--- src/rtl/fetch_pkg.sv ---
// fetch_pkg: shared widths, reset PC, NOP word and prefetch entry type for the fetch front end
package fetch_pkg;
   localparam int INSTR_W = 32;
   localparam int ADDR_W = 32;
   localparam logic [ADDR_W-1:0] RESET_PC = 32'h0000_0000;
   localparam logic [INSTR_W-1:0] NOP_INSTR = 32'h0000_0000;
   typedef struct packed {
      logic [INSTR_W-1:0] instr;
      logic [ADDR_W-1:0]  pc_plus4;
   } fetch_entry_t;
   function automatic logic [ADDR_W-1:0] word_align(input logic [ADDR_W-1:0] a);
      return {a[ADDR_W-1:2], 2'b00};
   endfunction
endpackage

--- src/rtl/fetch_queue_if.sv ---
// fetch_queue_if: imem request/response, decode output, redirect and error signals of the fetch front end
//   master: fetch_queue side; slave: memory/decode/redirect environment side
interface fetch_queue_if;
   import fetch_pkg::*;
   logic               imem_req_valid;
   logic               imem_req_ready;
   logic [ADDR_W-1:0]  imem_req_addr;
   logic               imem_rsp_valid;
   logic [INSTR_W-1:0] imem_rsp_data;
   logic               out_valid;
   logic               out_ready;
   logic [INSTR_W-1:0] out_instr;
   logic [ADDR_W-1:0]  out_pc_plus4;
   logic               redirect_valid;
   logic [ADDR_W-1:0]  redirect_target;
   logic               err_unexpected_rsp;
   modport master (
      output imem_req_valid, imem_req_addr, out_valid, out_instr, out_pc_plus4, err_unexpected_rsp,
      input  imem_req_ready, imem_rsp_valid, imem_rsp_data, out_ready, redirect_valid, redirect_target
   );
   modport slave (
      input  imem_req_valid, imem_req_addr, out_valid, out_instr, out_pc_plus4, err_unexpected_rsp,
      output imem_req_ready, imem_rsp_valid, imem_rsp_data, out_ready, redirect_valid, redirect_target
   );
endinterface

--- src/rtl/sync_fifo.sv ---
// sync_fifo: in-order FIFO with synchronous flush and occupancy count
//   clk/rst_n: clock, async active-low reset; flush: empties the FIFO, overriding push/pop
//   push/din: write; pop: read head (ignored when empty); dout: head; empty; count: occupancy
module sync_fifo #(
   parameter int DEPTH = 4,
   parameter int WIDTH = 64,
   localparam int AW = $clog2(DEPTH)
) (
   input  logic             clk,
   input  logic             rst_n,
   input  logic             flush,
   input  logic             push,
   input  logic             pop,
   input  logic [WIDTH-1:0] din,
   output logic [WIDTH-1:0] dout,
   output logic             empty,
   output logic [AW:0]      count
);
   logic [WIDTH-1:0] mem [DEPTH];
   logic [AW-1:0] wr_q, wr_d, rd_q, rd_d;
   logic [AW:0] cnt_q, cnt_d;
   logic do_push, do_pop;
   assign empty = cnt_q == '0;
   assign count = cnt_q;
   assign dout = mem[rd_q];
   always_comb begin
      do_push = push && !flush;
      do_pop = pop && !empty && !flush;
      wr_d = flush ? '0 : wr_q + AW'(do_push);
      rd_d = flush ? '0 : rd_q + AW'(do_pop);
      cnt_d = flush ? '0 : cnt_q + (AW+1)'(do_push) - (AW+1)'(do_pop);
   end
   always_ff @(posedge clk or negedge rst_n)
      if (!rst_n) begin
         wr_q <= '0;
         rd_q <= '0;
         cnt_q <= '0;
      end else begin
         wr_q <= wr_d;
         rd_q <= rd_d;
         cnt_q <= cnt_d;
      end
   always_ff @(posedge clk)
      if (do_push) mem[wr_q] <= din;
   assert property (@(posedge clk) disable iff (!rst_n)
      !(push && !flush && !pop && cnt_q == (AW+1)'(DEPTH)));
endmodule

--- src/rtl/fetch_queue.sv ---
// fetch_queue: PC owner issuing imem word fetches into an in-order prefetch FIFO feeding decode
//   CLK/RST_N: clock, async active-low reset; bus: imem req/rsp, decode output, redirect, sticky error
module fetch_queue #(
   parameter int DEPTH = 4,
   parameter logic [fetch_pkg::ADDR_W-1:0] RESET_PC = fetch_pkg::RESET_PC
) (
   input logic           CLK,
   input logic           RST_N,
   fetch_queue_if.master bus
);
   import fetch_pkg::*;
   localparam int CW = $clog2(DEPTH) + 1;
   logic [ADDR_W-1:0] pc_q, pc_d, rsp_pc_q, rsp_pc_d, target;
   logic [CW-1:0] outst_q, outst_d, drop_q, drop_d, count;
   logic err_q, err_d, req_fire, rsp_ok, push, fifo_empty;
   fetch_entry_t din, head;
   // Credit: queued plus in-flight never exceeds DEPTH, so every kept response has a free slot
   assign bus.imem_req_valid = RST_N && !bus.redirect_valid &&
                               ({1'b0, count} + {1'b0, outst_q} < (CW+1)'(DEPTH));
   assign bus.imem_req_addr = pc_q;
   assign bus.out_valid = !fifo_empty;
   assign bus.out_instr = fifo_empty ? NOP_INSTR : head.instr;
   assign bus.out_pc_plus4 = fifo_empty ? '0 : head.pc_plus4;
   assign bus.err_unexpected_rsp = err_q;
   always_comb begin
      target = word_align(bus.redirect_target);
      req_fire = bus.imem_req_valid && bus.imem_req_ready;
      // A response with nothing outstanding is not ours: flag it, never count or push it
      rsp_ok = bus.imem_rsp_valid && outst_q != '0;
      push = rsp_ok && drop_q == '0 && !bus.redirect_valid;
      pc_d = bus.redirect_valid ? target : pc_q + (req_fire ? 32'd4 : 32'd0);
      rsp_pc_d = bus.redirect_valid ? target : push ? rsp_pc_q + 32'd4 : rsp_pc_q;
      outst_d = outst_q + CW'(req_fire) - CW'(rsp_ok);
      // On redirect every request still in flight after this cycle belongs to the old path
      drop_d = bus.redirect_valid ? outst_q - CW'(rsp_ok) : drop_q - CW'(rsp_ok && drop_q != '0);
      err_d = err_q || (bus.imem_rsp_valid && outst_q == '0);
      din.instr = bus.imem_rsp_data;
      din.pc_plus4 = rsp_pc_q + 32'd4;
   end
   always_ff @(posedge CLK or negedge RST_N)
      if (!RST_N) begin
         pc_q <= RESET_PC;
         rsp_pc_q <= RESET_PC;
         outst_q <= '0;
         drop_q <= '0;
         err_q <= 1'b0;
      end else begin
         pc_q <= pc_d;
         rsp_pc_q <= rsp_pc_d;
         outst_q <= outst_d;
         drop_q <= drop_d;
         err_q <= err_d;
      end
   sync_fifo #(.DEPTH(DEPTH), .WIDTH($bits(fetch_entry_t))) u_fifo (
      .clk(CLK),
      .rst_n(RST_N),
      .flush(bus.redirect_valid),
      .push(push),
      .pop(bus.out_ready && !bus.redirect_valid),
      .din(din),
      .dout(head),
      .empty(fifo_empty),
      .count(count)
   );
endmodule

--- src/flat_wrapper.sv ---
// flat-port wrapper written by rule: the top's interface ports become plain ports
module fetch_queue_flat import fetch_pkg::*;
#(
   parameter int DEPTH = 4,
   parameter logic [fetch_pkg::ADDR_W-1:0] RESET_PC = fetch_pkg::RESET_PC
)
  (CLK, RST_N, bus_imem_req_valid, bus_imem_req_addr, bus_out_valid, bus_out_instr, bus_out_pc_plus4, bus_err_unexpected_rsp, bus_imem_req_ready, bus_imem_rsp_valid, bus_imem_rsp_data, bus_out_ready, bus_redirect_valid, bus_redirect_target);
  fetch_queue_if bus_i ();
  input logic CLK;
  input logic RST_N;
  output wire logic [$bits(bus_i.imem_req_valid)-1:0] bus_imem_req_valid;
  output wire logic [$bits(bus_i.imem_req_addr)-1:0] bus_imem_req_addr;
  output wire logic [$bits(bus_i.out_valid)-1:0] bus_out_valid;
  output wire logic [$bits(bus_i.out_instr)-1:0] bus_out_instr;
  output wire logic [$bits(bus_i.out_pc_plus4)-1:0] bus_out_pc_plus4;
  output wire logic [$bits(bus_i.err_unexpected_rsp)-1:0] bus_err_unexpected_rsp;
  input wire logic [$bits(bus_i.imem_req_ready)-1:0] bus_imem_req_ready;
  input wire logic [$bits(bus_i.imem_rsp_valid)-1:0] bus_imem_rsp_valid;
  input wire logic [$bits(bus_i.imem_rsp_data)-1:0] bus_imem_rsp_data;
  input wire logic [$bits(bus_i.out_ready)-1:0] bus_out_ready;
  input wire logic [$bits(bus_i.redirect_valid)-1:0] bus_redirect_valid;
  input wire logic [$bits(bus_i.redirect_target)-1:0] bus_redirect_target;
  assign bus_imem_req_valid = bus_i.imem_req_valid;
  assign bus_imem_req_addr = bus_i.imem_req_addr;
  assign bus_out_valid = bus_i.out_valid;
  assign bus_out_instr = bus_i.out_instr;
  assign bus_out_pc_plus4 = bus_i.out_pc_plus4;
  assign bus_err_unexpected_rsp = bus_i.err_unexpected_rsp;
  assign bus_i.imem_req_ready = bus_imem_req_ready;
  assign bus_i.imem_rsp_valid = bus_imem_rsp_valid;
  assign bus_i.imem_rsp_data = bus_imem_rsp_data;
  assign bus_i.out_ready = bus_out_ready;
  assign bus_i.redirect_valid = bus_redirect_valid;
  assign bus_i.redirect_target = bus_redirect_target;
  fetch_queue #(.DEPTH(DEPTH), .RESET_PC(RESET_PC)) u_core (.CLK(CLK), .RST_N(RST_N), .bus(bus_i));
endmodule
--- config.mk ---
export PLATFORM = sky130hd
export DESIGN_NAME = fetch_queue_flat
export DESIGN_NICKNAME = d
export VERILOG_FILES = /design/src/rtl/fetch_pkg.sv /design/src/rtl/fetch_queue_if.sv /design/src/rtl/sync_fifo.sv /design/src/rtl/fetch_queue.sv /design/src/flat_wrapper.sv
export SDC_FILE = /design/constraint.sdc
export NUM_CORES = 1
export LEC_CHECK = 0
export BUFFER_PORTS_ARGS = -buffer_cell sky130_fd_sc_hd__buf_2
export CAP_MARGIN = 20
export CORE_AREA = 4 4 254 206
export CTS_CLUSTER_DIAMETER = 30
export DETAILED_ROUTE_END_ITERATION = 16
export DIE_AREA = 0 0 258 210
export PLACE_DENSITY = 0.5
export SKIP_CTS_REPAIR_TIMING = 1
export SYNTH_ARGS = -nofsm -noshare
export SYNTH_HDL_FRONTEND = slang
export SYNTH_SLANG_ARGS = --single-unit
--- constraint.sdc ---
create_clock -name CLK -period 18.1 [get_ports CLK]
set_input_delay 0.905 -clock CLK [delete_from_list [all_inputs] [get_ports CLK]]
set_output_delay 0.905 -clock CLK [all_outputs]
set_load 0.05 [all_outputs]
==> flow_summary.ini <==
[run_status]
status = finished, final reports clean

[floorplan]
start_util_pct = 28.8
core_um2 = 49600
row_count = 73
die_w_um = 258
io_pins = 169
die_area_um2 = 54200
die_h_um = 210

[synthesis]
ys_warn_count = 0
yosys.area.top_type_share_pct = 52.1
synth_flop_cell = edfxtp_1
mappedNetlistArea_um2 = 14300
synth_cell_types = 58
yosysTopAreaCell = edfxtp_1
synthTopCellsByArea = edfxtp_1, dfrtp_1, mux4_2
synth-seq-area-share_pct = 65.1
synth_edf_count = 248
synthArstFlopShare_pct = 23.0
ys_ff_latch = 322
avgSynthCellArea_um2 = 15.0
syn_inst = 950

[detailed_routing]
vias = 8878
firstDrtPassIters = 5
drc = 0
avgRoutedWirePerCell_um = 18.9
wirelength_um = 35300
viasPerCell = 4.75
drtIter0Drc = 522
antenna_left = 0

[timing]
finalHoldViolCount = 0
rsz0062_at_grt = no
fmax_mhz = 246
slew_violations = 0
setup_violations = 0
post-route-period-util_pct = 22.5
skew_ns = 0.0194
setup_tns_ns = 0
slew_headroom_pct = 31.2
worstMarginPinSlew_ns = 1.03
period_needed_ns = 4.07

[power_and_ir_drop]
p_per_area_nw_per_um2 = 153
irDropWorstVdd_uv = 61.5
p_leak_nw = 6.45

[setup_path]
r2r-end = u_core.bus.imem_req_addr[29]
rr_startpoint = u_core.outst_q[2]
critPathBufInv = 2
cp_cell_sequence = buf_4 > mux4_2 > nor2b_1 > buf_2
arrival_ns = 3.16
cp.required_ns = 17.19
endpoint_kind = output pin
slowest_stage = dfrtp_4
critical_path.max_fanout = 37
path_delay_family = buffers and inverters
worstSetupPathType = flop to output pin
startpoint_type = flop
rrSetupSlack_ns = 14.30
worstSetupPathDepth = 4
worstRegToRegCells = 9
cp-endpoint = bus_out_pc_plus4[23]
max_stage_delay_ns = 0.80
critPathLaunch = u_core.u_fifo.rd_q[0]

[clock_network]
cts_tree = yes
h-tree-depth = 3
clk_latency_ns = 0.58
numCtsBuffers = 70
cts_root_buf = clkbuf_16
clockBufferDepth = 3
path_clk_slew_ns = 0.05
clock_sinks = 322

[place]
io_buffers = 162
gp_congestion = 0.782
post-dp-hpwl_um = 21500

[layout]
synthToLayoutAreaGrowth_pct = 27.0
nFillCells = 4747
drive_gt1_share_pct = 31.7
diodes = 0
utilization_pct = 36.6
nets = 1226

[grt]
grt_use_met2_pct = 19.7
grt_usage_pct = 13.1
grt_max_degree = 70
grt-ovfl-total = 0
antenna_found_initial = 0
grt_pass1_vias = 9287
grt_pass1_wl_um = 55200
use_met1_pct = 18.5
busiest_layer = met2
gr-usage-met3_pct = 4.08

[hold_path]
min_path_type = input port to asynchronous set/reset pin

[flow_run]
max_cap_viol_count = 0
==> synth_stat cells (all sizes together), types with 4 or more instances <==
| master | instances |
|---|---|
| nand3 | 31 |
| a311oi | 4 |
| dfrtp | 74 |
| mux2 | 7 |
| clkbuf | 35 |
| a31oi | 28 |
| nand2 | 34 |
| xnor2 | 28 |
| nand4 | 21 |
| mux4 | 62 |
| or4 | 28 |
| nor3 | 23 |
| ha | 15 |
| nor2 | 44 |
| edfxtp | 248 |
| nor4 | 12 |
| nand2b | 5 |
| o21ai | 17 |
| inv | 23 |
| nor2b | 67 |
| or3 | 7 |
| buf | 23 |
| xor2 | 22 |
| a21oi | 9 |
| o31ai | 25 |
| and4 | 12 |
| and3 | 11 |
==> worst min path at each step <==
stage / from / to / slack (ns) / cells after the start
6_report: RST_N / u_core.bus.imem_req_addr[22] / 0.30 / 1
5_1_grt: RST_N / u_core.bus.imem_req_addr[4] / 0.30 / 1
4_1_cts: RST_N / u_core.bus.imem_req_addr[5] / 0.29 / 1
3_5_place_dp: u_core.bus.err_unexpected_rsp / u_core.bus.err_unexpected_rsp / 0.45 / 1
3_3_place_gp: u_core.bus.err_unexpected_rsp / u_core.bus.err_unexpected_rsp / 0.44 / 1
2_1_floorplan: u_core.u_fifo.wr_q[1] / u_core.u_fifo.wr_q[1] / 0.55 / 2
==> state kept, by name, indices dropped and copies added, names as in the netlist <==
signal	flops
u_core.rsp_pc_q	30
u_core.u_fifo.wr_q	2
u_core.bus.imem_req_addr	30
u_core.u_fifo.rd_q	2
u_core.u_fifo.count	3
u_core.bus.err_unexpected_rsp	1
u_core.outst_q	3
u_core.u_fifo.mem	248
u_core.drop_q	3
==> report_power, final <==
group | switching, mW | internal, mW
combinational | 0.455 | 0.173
clock | 0.422 | 0.838
sequential | 0.0497 | 0.848
==> stage by stage <==
stage	cells	hold slack, ns	power [mW]	setup WS, ns	area [µm²]
after detailed placement	1742	0.447	1.56	13.68	15800
after CTS	1870	0.288	2.84	13.84	18200
after global placement	1742	0.438	1.55	13.72	15800
after global routing	1870	0.302	2.92	13.73	18200
after floorplan	953	0.548	1.38	9.47	14300
final	1870	0.302	2.79	14.03	18200
==> metal layers <==
layer,share of wire (%),up-vias
li1,-,4113
met4,1.9,0
met2,44,294
met3,6.6,54
met1,47,4417
met5,0,-
==> cell type report <==
cell class | instances | area [µm²] | share of cell area (%)
sequential | 322 | 9300 | 51.3
timing repair buffer | 173 | 896 | 4.93
tap | 675 | 845 | 4.65
multi-input combinational | 549 | 4650 | 25.6
clock inverter | 47 | 533 | 2.94
inverter | 23 | 86.3 | 0.476
clock buffer | 81 | 1840 | 10.2
==> cell usage in the layout (no fill, tap or decap), types with 21 or more instances in the layout <==
cell and n:
nand3_1 30, buf_2 161, or4_1 27, nor2_1 44, a31oi_1 28, mux4_2 62, nor2b_1 67, clkbuf_16 70
edfxtp_1 248, dfrtp_1 72, xor2_1 22, nand2_1 34, o31ai_1 24, xnor2_1 28, nor3_1 21
==> kinds of logic (layout without fill, tap and decap cells) <==
family	Yosys count	after routing	synth area share, %
buffers and inverters	82	324	2.70
xor gates and xnor gates	50	50	3.06
muxes	71	71	10.5
other	1	4	0.0262
DFF	322	322	65.1
AOI/OAI and AO/OA	103	103	4.87
adders and majority gates	17	17	1.59
and+or+nand+nor	304	304	12.2
==> worst register-to-register path: stages, from the launching register on <==
cell,delay [ns]
dfrtp_1,0.44
ha_1,0.29
or4b_2,0.66
a311oi_1,0.30
and2_1,0.28
ha_1,0.25
nand4_1,0.17
or4_4,0.60
or4_1,0.55
a31oi_1,0.19
Note: power is estimated with default switching activity, not from simulation.
